==> config.mk <==
export PLATFORM = sky130hd
export DESIGN_NAME = gated_event_counter
export DESIGN_NICKNAME = d
export VERILOG_FILES = /design/src/rtl/gated_event_counter_pkg.sv /design/src/rtl/gated_event_counter_channel.sv /design/src/rtl/gated_event_counter.sv
export SDC_FILE = /design/constraint.sdc
export NUM_CORES = 1
export LEC_CHECK = 0
export ABC_CLOCK_PERIOD_IN_PS = 3300
export BUFFER_PORTS_ARGS = -buffer_cell sky130_fd_sc_hd__buf_2
export CORE_MARGIN = 5
export CORE_UTILIZATION = 48
export CTS_BUF_LIST = sky130_fd_sc_hd__clkbuf_4 sky130_fd_sc_hd__clkbuf_8
export DETAILED_ROUTE_END_ITERATION = 6
export PLACE_DENSITY = 0.68
export SLEW_MARGIN = 30
export SYNTH_ARGS = -nofsm -noshare
export SYNTH_HDL_FRONTEND = slang
export SYNTH_HIERARCHICAL = 1
export SYNTH_SLANG_ARGS = --single-unit
==> constraint.sdc <==
create_clock -name i_clk -period 3.3 [get_ports i_clk]
set_input_delay 0.66 -clock i_clk [delete_from_list [all_inputs] [get_ports i_clk]]
set_output_delay 0.66 -clock i_clk [all_outputs]
set_load 0.02 [all_outputs]
==> src/rtl/gated_event_counter_pkg.sv <==
// Shared types and constants for the gated multi-channel event counter.
package gec_pkg;

  // Measurement FSM: idle, or counting inside a gate window.
  typedef enum logic [0:0] {
    ST_IDLE  = 1'b0,
    ST_COUNT = 1'b1
  } gec_state_t;

  // Encodings for the counter overflow policy.
  localparam bit SAT_WRAP = 1'b0;
  localparam bit SAT_HOLD = 1'b1;

  // Widest counter the all-ones helper can describe.
  localparam int CNT_MAX_W = 64;

  // All-ones value for a counter of the given width, right-aligned.
  function automatic logic [CNT_MAX_W-1:0] cnt_max(input int unsigned width);
    cnt_max = {CNT_MAX_W{1'b1}} >> (CNT_MAX_W - width);
  endfunction

endpackage

==> src/rtl/gated_event_counter_channel.sv <==
// One event-counting channel: WIDTH-bit counter with saturate/wrap and a
// sticky overflow flag. The combinational next value is exported so the top
// can capture a window total that includes the final cycle's event.
module gec_channel
  import gec_pkg::*;
#(
  parameter int WIDTH    = 32,
  parameter bit SATURATE = SAT_HOLD
) (
  input  logic             i_clk,
  input  logic             i_reset,
  input  logic             i_clear,
  input  logic             i_count,
  input  logic             i_ena,
  output logic [WIDTH-1:0] o_cnt_nxt,
  output logic             o_ovf_nxt
);

  localparam logic [WIDTH-1:0] CNT_MAX = WIDTH'(cnt_max(WIDTH));

  logic [WIDTH-1:0] r_cnt;
  logic             r_ovf;
  logic             w_hit;

  assign w_hit = i_count & i_ena;

  // Next count and overflow value for this cycle's enable.
  always_comb begin
    o_cnt_nxt = r_cnt;
    o_ovf_nxt = r_ovf;
    if (w_hit) begin
      if (r_cnt == CNT_MAX) begin
        o_ovf_nxt = 1'b1;
        if (SATURATE == SAT_HOLD) begin
          o_cnt_nxt = CNT_MAX;
        end else begin
          o_cnt_nxt = '0;
        end
      end else begin
        o_cnt_nxt = r_cnt + WIDTH'(1'b1);
      end
    end else begin
      o_cnt_nxt = r_cnt;
    end
  end

  // Counter state; a window start clears it ahead of any increment.
  always_ff @(posedge i_clk) begin
    if (i_reset || i_clear) begin
      r_cnt <= '0;
      r_ovf <= 1'b0;
    end else begin
      r_cnt <= o_cnt_nxt;
      r_ovf <= o_ovf_nxt;
    end
  end

endmodule

==> src/rtl/gated_event_counter.sv <==
// Multi-channel gated event counter: counts per-channel enables over a
// programmable window, captures all totals at the end of each window and
// offers them on a valid/ready handshake with drop detection.
module gated_event_counter
  import gec_pkg::*;
#(
  parameter int WIDTH    = 32,
  parameter int NCH      = 4,
  parameter int GATE_W   = 27,
  parameter bit SATURATE = 1'b1,
  parameter int SEQ_W    = 8
) (
  input  logic                 i_clk,
  input  logic                 i_reset,
  input  logic [NCH-1:0]       i_ena,
  input  logic                 i_run,
  input  logic [GATE_W-1:0]    i_gate_len,
  output logic                 o_busy,
  output logic                 o_cap_valid,
  input  logic                 i_cap_ready,
  output logic [NCH*WIDTH-1:0] o_cap_data,
  output logic [NCH-1:0]       o_cap_ovf,
  output logic [SEQ_W-1:0]     o_cap_seq,
  output logic                 o_dropped
);

  gec_state_t           r_state, w_state_nxt;
  logic [GATE_W-1:0]    r_gate, w_gate_nxt, w_len;
  logic [SEQ_W-1:0]     r_seq;
  logic                 w_count, w_final, w_clear;
  logic [NCH*WIDTH-1:0] w_cnt_nxt;
  logic [NCH-1:0]       w_ovf_nxt;
  logic                 r_busy, r_cap_valid, r_dropped;
  logic [NCH*WIDTH-1:0] r_cap_data;
  logic [NCH-1:0]       r_cap_ovf;
  logic [SEQ_W-1:0]     r_cap_seq;

  // A zero length degenerates to a single-cycle window.
  assign w_len   = (i_gate_len == '0) ? GATE_W'(1) : i_gate_len;
  assign w_count = (r_state == ST_COUNT);
  assign w_final = w_count && (r_gate == GATE_W'(1));

  // Next state, gate reload/decrement and window-start clear.
  always_comb begin
    w_state_nxt = r_state;
    w_gate_nxt  = r_gate;
    w_clear     = 1'b0;
    case (r_state)
      ST_IDLE: begin
        if (i_run) begin
          w_state_nxt = ST_COUNT;
          w_gate_nxt  = w_len;
          w_clear     = 1'b1;
        end else begin
          w_state_nxt = ST_IDLE;
        end
      end
      ST_COUNT: begin
        if (w_final && i_run) begin
          // Back-to-back window: restart with no dead cycle.
          w_state_nxt = ST_COUNT;
          w_gate_nxt  = w_len;
          w_clear     = 1'b1;
        end else if (w_final || !i_run) begin
          // Normal end with run low, or abort mid-window.
          w_state_nxt = ST_IDLE;
          w_gate_nxt  = '0;
        end else begin
          w_gate_nxt  = r_gate - GATE_W'(1);
        end
      end
      default: begin
        w_state_nxt = ST_IDLE;
        w_gate_nxt  = '0;
      end
    endcase
  end

  // FSM state, gate down-counter and registered busy flag.
  always_ff @(posedge i_clk) begin
    if (i_reset) begin
      r_state <= ST_IDLE;
      r_gate  <= '0;
      r_busy  <= 1'b0;
    end else begin
      r_state <= w_state_nxt;
      r_gate  <= w_gate_nxt;
      r_busy  <= (w_state_nxt == ST_COUNT);
    end
  end

  // Channel counters.
  for (genvar g = 0; g < NCH; g++) begin : g_ch
    gec_channel #(
      .WIDTH   (WIDTH),
      .SATURATE(SATURATE)
    ) u_ch (
      .i_clk    (i_clk),
      .i_reset  (i_reset),
      .i_clear  (w_clear),
      .i_count  (w_count),
      .i_ena    (i_ena[g]),
      .o_cnt_nxt(w_cnt_nxt[g*WIDTH +: WIDTH]),
      .o_ovf_nxt(w_ovf_nxt[g])
    );
  end

  // Sequence counter and capture register with valid/ready handshake.
  always_ff @(posedge i_clk) begin
    if (i_reset) begin
      r_seq       <= '0;
      r_cap_valid <= 1'b0;
      r_cap_data  <= '0;
      r_cap_ovf   <= '0;
      r_cap_seq   <= '0;
      r_dropped   <= 1'b0;
    end else if (w_final) begin
      r_seq <= r_seq + SEQ_W'(1);
      if (!r_cap_valid || i_cap_ready) begin
        r_cap_data  <= w_cnt_nxt;
        r_cap_ovf   <= w_ovf_nxt;
        r_cap_seq   <= r_seq;
        r_cap_valid <= 1'b1;
      end else begin
        // Held result is still unread: discard the new one.
        r_dropped <= 1'b1;
      end
    end else if (r_cap_valid && i_cap_ready) begin
      r_cap_valid <= 1'b0;
    end
  end

  assign o_busy      = r_busy;
  assign o_cap_valid = r_cap_valid;
  assign o_cap_data  = r_cap_data;
  assign o_cap_ovf   = r_cap_ovf;
  assign o_cap_seq   = r_cap_seq;
  assign o_dropped   = r_dropped;

endmodule

# Yosys cells after proc, flatten, opt, wreduce, memory -nomap -nowiden
# Index checks and enable logic that the tools add are counted.
dict set report classes {
  add_sub_neg 6
  eq_ne 7
  n_mux 30
  bitwise_logic 6
  n_reduce_logical 13
}
# operator n
set ops {}
lappend ops {{$mux 32} 8}
lappend ops {{$add 32x1->32 const B} 4}
lappend ops {{$eq 32x32->1 const B} 4}
lappend ops {{$mux 27} 4}
lappend ops {{$pmux 27 s2} 1}
lappend ops {{$eq 27x1->1 const B} 1}
lappend ops {{$logic_not 27->1} 1}
lappend ops {{$sub 27x1->27 const B} 1}
lappend ops {{$mux 1} 15}
lappend ops {{$add 8x1->8 const B} 1}
lappend ops {{$reduce_and 2->1} 3}
lappend ops {{$and 1x1->1} 4}
lappend ops {{$pmux 1 s2} 2}
lappend ops {{$logic_and 1x1->1} 3}
lappend ops {{$logic_or 1x1->1} 3}
lappend ops {{$logic_not 1->1} 2}
lappend ops {{$ne 2x1->1 const B} 1}
lappend ops {{$ne 2x2->1 const B} 1}
lappend ops {{$not 1->1} 2}
lappend ops {{$reduce_bool 2->1} 1}
dict set report totals {
  ff_bits 310
  word_cells 78
}

# Longest topological paths before layout
dict set report logic_depth {
  depth_word 6
  ltp_mapped 11
}

# Cells and area by module
# The synthesis kept the hierarchy.
# module n_inst cells_per_inst area_per_inst_um2 seq_area_each_um2
set by_module_without_submodules {}
lappend by_module_without_submodules {gated_event_counter 1 769 7455.9 3563.4}
lappend by_module_without_submodules {gec_channel 4 221 1795.5 660.6}

# Worst setup path after synthesis
# OpenSTA, ideal clock, no wires.
dict set report synth_timing {
  kind {reg2reg}
  start {register r_gate[1]}
  end {register g_ch[0].u_ch.r_cnt[4]}
  setup_time_ns 0.143
  t_arrival_ns 2.575
  required_ns 3.157
  setup_slack_ns 0.582
  stages_incl_launch_ff 12
  synth_period_minus_slack_ns 2.718
  path_cell_list {dfxtp_1 inv_1 ha_1 nor4b_1 and4_1 clkbuf_1 a21oi_1 nor2_1 or2_2 clkbuf_1 clkbuf_1 a21oi_1}
}
dict set report synth_between {
  elab_chain_cells 6
}
# element line_no
set synth_lines {}
lappend synth_lines {{start, declared} gated_event_counter.sv:28} ;# logic [GATE_W-1:0] r_gate, w_gate_nxt, w_len;
lappend synth_lines {{start signal, assigned} gated_event_counter.sv:87} ;# r_gate <= w_gate_nxt;
lappend synth_lines {{$eq 27x1->1} gated_event_counter.sv:41} ;# assign w_final = w_count && (r_gate == GATE_W'(1));
lappend synth_lines {{$logic_and 1x1->1} gated_event_counter.sv:41}
lappend synth_lines {{$logic_and 1x1->1} gated_event_counter.sv:59} ;# if (w_final && i_run) begin
lappend synth_lines {{$mux 1} gated_event_counter.sv:59}
lappend synth_lines {{$pmux 1 s2} gated_event_counter.sv:48} ;# case (r_state)
lappend synth_lines {{net w_clear} gated_event_counter.sv:30} ;# logic w_count, w_final, w_clear;
lappend synth_lines {{$logic_or 1x1->1} gated_event_counter_channel.sv:49} ;# if (i_reset || i_clear) begin
lappend synth_lines {{end signal, assigned} gated_event_counter_channel.sv:53} ;# r_cnt <= o_cnt_nxt;
lappend synth_lines {{end, declared} gated_event_counter_channel.sv:21} ;# logic [WIDTH-1:0] r_cnt;
# The timed path passes the listed nets, and every way through them passes these cells.
# A chain may end at the register's enable or synchronous reset.

# Worst setup path in the final report
dict set report layout_timing {
  start {register r_gate[14]}
  end {register r_cap_data[32], in the netlist o_cap_data[32]}
}
dict set report layout_between {
  elab_chain_cells 3
}
# element line_no
set layout_lines {}
lappend layout_lines {{$eq 27x1->1} gated_event_counter.sv:41}
lappend layout_lines {{$logic_and 1x1->1} gated_event_counter.sv:41}
lappend layout_lines {{$reduce_and 2->1 (no source line)} n/a}
lappend layout_lines {{end signal, assigned} gated_event_counter.sv:120} ;# r_cap_data <= w_cnt_nxt;
lappend layout_lines {{end, declared} gated_event_counter.sv:34} ;# logic [NCH*WIDTH-1:0] r_cap_data;
# Every way passes these cells.

==> run summary <==
The run finished with clean final reports. The hold-fix buffer count after cts is 0, and the largest net degree at the start of global routing is 76. The root buffer cell is clkbuf_8.

Detailed routing inserted a total of 12780 vias. The part of the total power dissipated in combinational logic came out at 5.5%. The tools report the number of synthesis warnings as 6. The post-CTS resize count came out at 0. The count of mapped cells out of synthesis came out at 1653. Among all flip-flop cells after synthesis, the most frequent one is dfxtp_1.

The tools report the count of filler cells inserted in the layout as 2801. Setup repair after global routing left no endpoint under its margin. STA classifies the critical path endpoint as a flip-flop. The number of hold-slack violations in the final timing report was 0; the summed negative setup slack over all endpoints was 0 ns. The clock transition time at the flip-flop clock pins of the worst setup and hold paths works out to 0.06 ns. The number of distinct library cells after synthesis is 72.

The number of enable-type register cells in the synthesized netlist came out at 0. The type of the setup path with the least slack is flip-flop to flip-flop. The tools report the die area as 0.03409 mm^2. In this run the worst setup path begins at r_gate[14].

Setup violations remaining at the end of the flow were counted as 0. In the final layout, the share of cells above drive strength 1 is 19.25%. The sequential share of power came out at 49.2%.

The via count of the first global-routing pass came out at 12170. The total clock buffers created by CTS was 51; the met3 wire length was 2.454 mm. The largest incremental delay on the critical path came out at 0.52 ns. The count of nets left with antenna violations once routing finished came out at 0.

The worst-path maximum fanout was 75; the average size of a mapped cell was 8.855 um^2. In this run the count of I/O pins placed on the die edge is 178. The first routing iteration left 842 violations. The final design utilization is 55.63%, and the post-layout net count is 1865.

Of the synthesized area, sequential elements account for 42.40%. The number of vias per cell was 5.667; the area growth from synthesis to layout was 15.33%. For the finished layout, the period the worst path requires is 2.736 ns. Of all flip-flops after synthesis, the portion carrying an async set or reset was 0%. STA classifies the critical path startpoint as a flip-flop. The mapped netlist covers 0.01464 mm^2. The number of port buffers was 177; the leakage power figure was 7.023 nW. The signal on the critical path passes through nor3_1 > nand4b_2 > nor4_4 > buf_12 > mux2i_1 > nor2_1. Number of register bits inferred by synthesis: 310.

The analysis attributes to net switching a power of 1.847 mW. The first global-routing pass estimated 61.40 mm of wire. Net switching is 23.85% of the power. Summed over all nets, the half-perimeter wirelength after detailed placement is 26.23 mm. In the routed design, unresolved DRC markers number 0. The arrival time of the worst setup path was 3.16 ns; the number of sinks driven by the clock tree was 310.

The first detailed-routing pass took 6 iterations. For the pin with the worst max-slew slack, the measured transition is 0.8826 ns. In the final routed layout, each cell accounts on average for 16.56 um. Setup slack on the critical path of the routed design comes to 0.5638 ns.

The highest metal layer carrying signal wires in the routed design is met5. TritonCTS built the clock tree. The slowest stage of the critical path is the nor3_1 cell. Total length of routed met2 wires: 17.03 mm. Cell internal power was estimated by the tool at 5.897 mW. The initial utilization of the core area, before any placement, comes to 48.23%. The logs give 0.03642 ns for the final setup skew and 0.58 ns for the latest clock arrival within the worst-skew pair. The routed design has 37.37 mm of wire. The final clock period utilization by the worst path was 82.91%.

The worst hold path begins at i_gate_len[20]. For the final number of max-transition violations, the log shows 0. For the number of H-tree levels, the log shows 2. The initial antenna violation count came out at 1. The x dimension of the die came out at 184.6 um. The core area was 0.03035 mm^2.

The relative contribution of the clock network to total power is 45.4%, and the antenna diode count is 0. The congestion estimate from routability-driven global placement came to 0.9370. At the worst endpoint, the required time is 3.73 ns.

The class of the most critical hold timing path was primary input to flip-flop. Timing would allow up to 0.3655 GHz. The run gives 64 as the standard-cell row count. In this run the critical register-to-register path is launched from r_gate[14]. The run gives 0 as the global route total overflow. For this design the ratio of total power to cell area is 458.7 mW/mm^2. In this run the tightest slew margin relative to its limit is 41.03%.

Counting along the longest clock path gives a buffer depth of 3. Before CTS, the worst setup slack after placement is 0.5838 ns. The detailed router put a total of 17.17 mm of wire on met1.

The run gives 0 as the number of violations of the max-capacitance limit. Once the clock tree was built, the setup fixing pass inserted 0 buffers. Overall fraction of global-route tracks in use: 21.28%. The worst-case vdd ir drop came out at 0.3575 mV. The tools report the number of nets produced by synthesis as 1695. The height of the chip works out to 184.6 um.
==> state kept, by name, summed over array words and instances (netlist names) <==
register and flops:
g_ch.u_ch/r_cnt 128, r_seq 8, o_cap_valid 1, g_ch.u_ch/r_ovf 4, o_busy 1, r_gate 27, o_cap_data 128, o_cap_seq 8
o_dropped 1, o_cap_ovf 4
==> cells by family (layout without fill, tap and decap cells) <==
group	count (synthesis)	after routing	synth area share [%]
buffers and inverters	122	329	4.325
xor gates and xnor gates	90	90	5.385
DFF	310	310	42.40
adders and majority gates	7	7	0.5983
muxes	154	154	10.56
AOI/OAI and AO/OA	263	263	11.93
and+or+nand+nor	707	707	24.81
==> synthesized netlist by cell type, types with 5 or more instances <==
master    instances  area, um^2
a211oi_1         13       97.59
a31oi_1          29       181.4
xnor2_1          24       210.2
xor2_1           66       578.1
nor4_1           20       125.1
inv_1            24       90.09
nor3_1           36       180.2
clkbuf_1         59       221.5
mux2i_1         151        1511
dfxtp_1         310        6206
a21oi_2          28       245.2
nand3_1          51       255.2
buf_6            19       214.0
and4_1           37       324.1
o31ai_1           8       60.06
nor3b_1           5       37.54
o32ai_1           7       61.31
ha_1              7       87.58
or3_1            12       75.07
o21ai_1           8       40.04
nand4_1          63       394.1
a21o_1            5       37.54
a21oi_1         106       530.5
and2_1           28       175.2
buf_2            14       70.07
o31a_1            8       70.07
nor2b_1           7       43.79
a311oi_1          9       78.83
and3_1           42       262.8
nor2_1          209       784.5
o21ai_0           7       35.03
or2_2             5       31.28
nand2_1         152       570.6
==> power groups by stage <==
stage	logic, mW	clock network, mW	registers, mW
after floorplan	0.290	0	3.87
after global placement	0.413	0	3.89
after detailed placement	0.418	0	3.89
after CTS	0.419	3.61	3.81
after global routing	0.463	3.79	3.81
final	0.423	3.51	3.81
==> layout make-up <==
| type | instances | area, um^2 | share of cell area [%] |
|---|---|---|---|
| Timing Repair Buffer | 214 | 1207 | 7.152 |
| Multi-Input combinational cell | 1221 | 7799 | 46.19 |
| Tap cell | 396 | 495.5 | 2.935 |
| Clock buffer | 72 | 934.6 | 5.536 |
| Sequential cell | 310 | 6206 | 36.76 |
| Clock inverter | 18 | 146.4 | 0.8671 |
| Inverter | 25 | 93.84 | 0.5558 |
==> through the flow <==
stage | cells | area (um^2) | power, mW | hold WS [ns]
after floorplan | 1653 | 14640 | 4.164 | 0.4313
after global routing | 2256 | 16880 | 8.060 | 0.3653
final | 2256 | 16880 | 7.744 | 0.3945
after CTS | 2256 | 16880 | 7.830 | 0.3591
after detailed placement | 2166 | 15800 | 4.305 | 0.4451
after global placement | 2166 | 15800 | 4.300 | 0.4424
==> layout by cell type, fill, tap and decap left out, types with 37 or more instances in the layout <==
master	instances
dfxtp_1	310
nor2_1	209
buf_2	176
nand2_1	152
mux2i_1	151
a21oi_1	106
xor2_1	66
nand4_1	63
clkbuf_8	63
nand3_1	51
and3_1	42
and4_1	37
==> path summary, 6_finish.rpt <==
path,slack (ns),depth (start not counted),to
max,0.56,6,o_cap_data[32]
min,0.39,3,r_gate[20]
max reg2reg,0.56,6,o_cap_data[32]
min reg2reg,0.45,2,g_ch[3].u_ch/r_ovf
==> critical path: cells and delay by family (launching register included) <==
family / cells / cell delay [ns]
buffers and inverters: 1 / 0.40
DFF: 1 / 0.37
muxes: 1 / 0.25
and+or+nand+nor: 4 / 1.42
==> metal layers <==
metal	up-vias	global-route usage (%)
li1	6295	-
met1	6050	29.07
met2	377	34.51
met3	60	4.440
met4	2	5.637
met5	-	0
(Power assumes the default switching activity.)
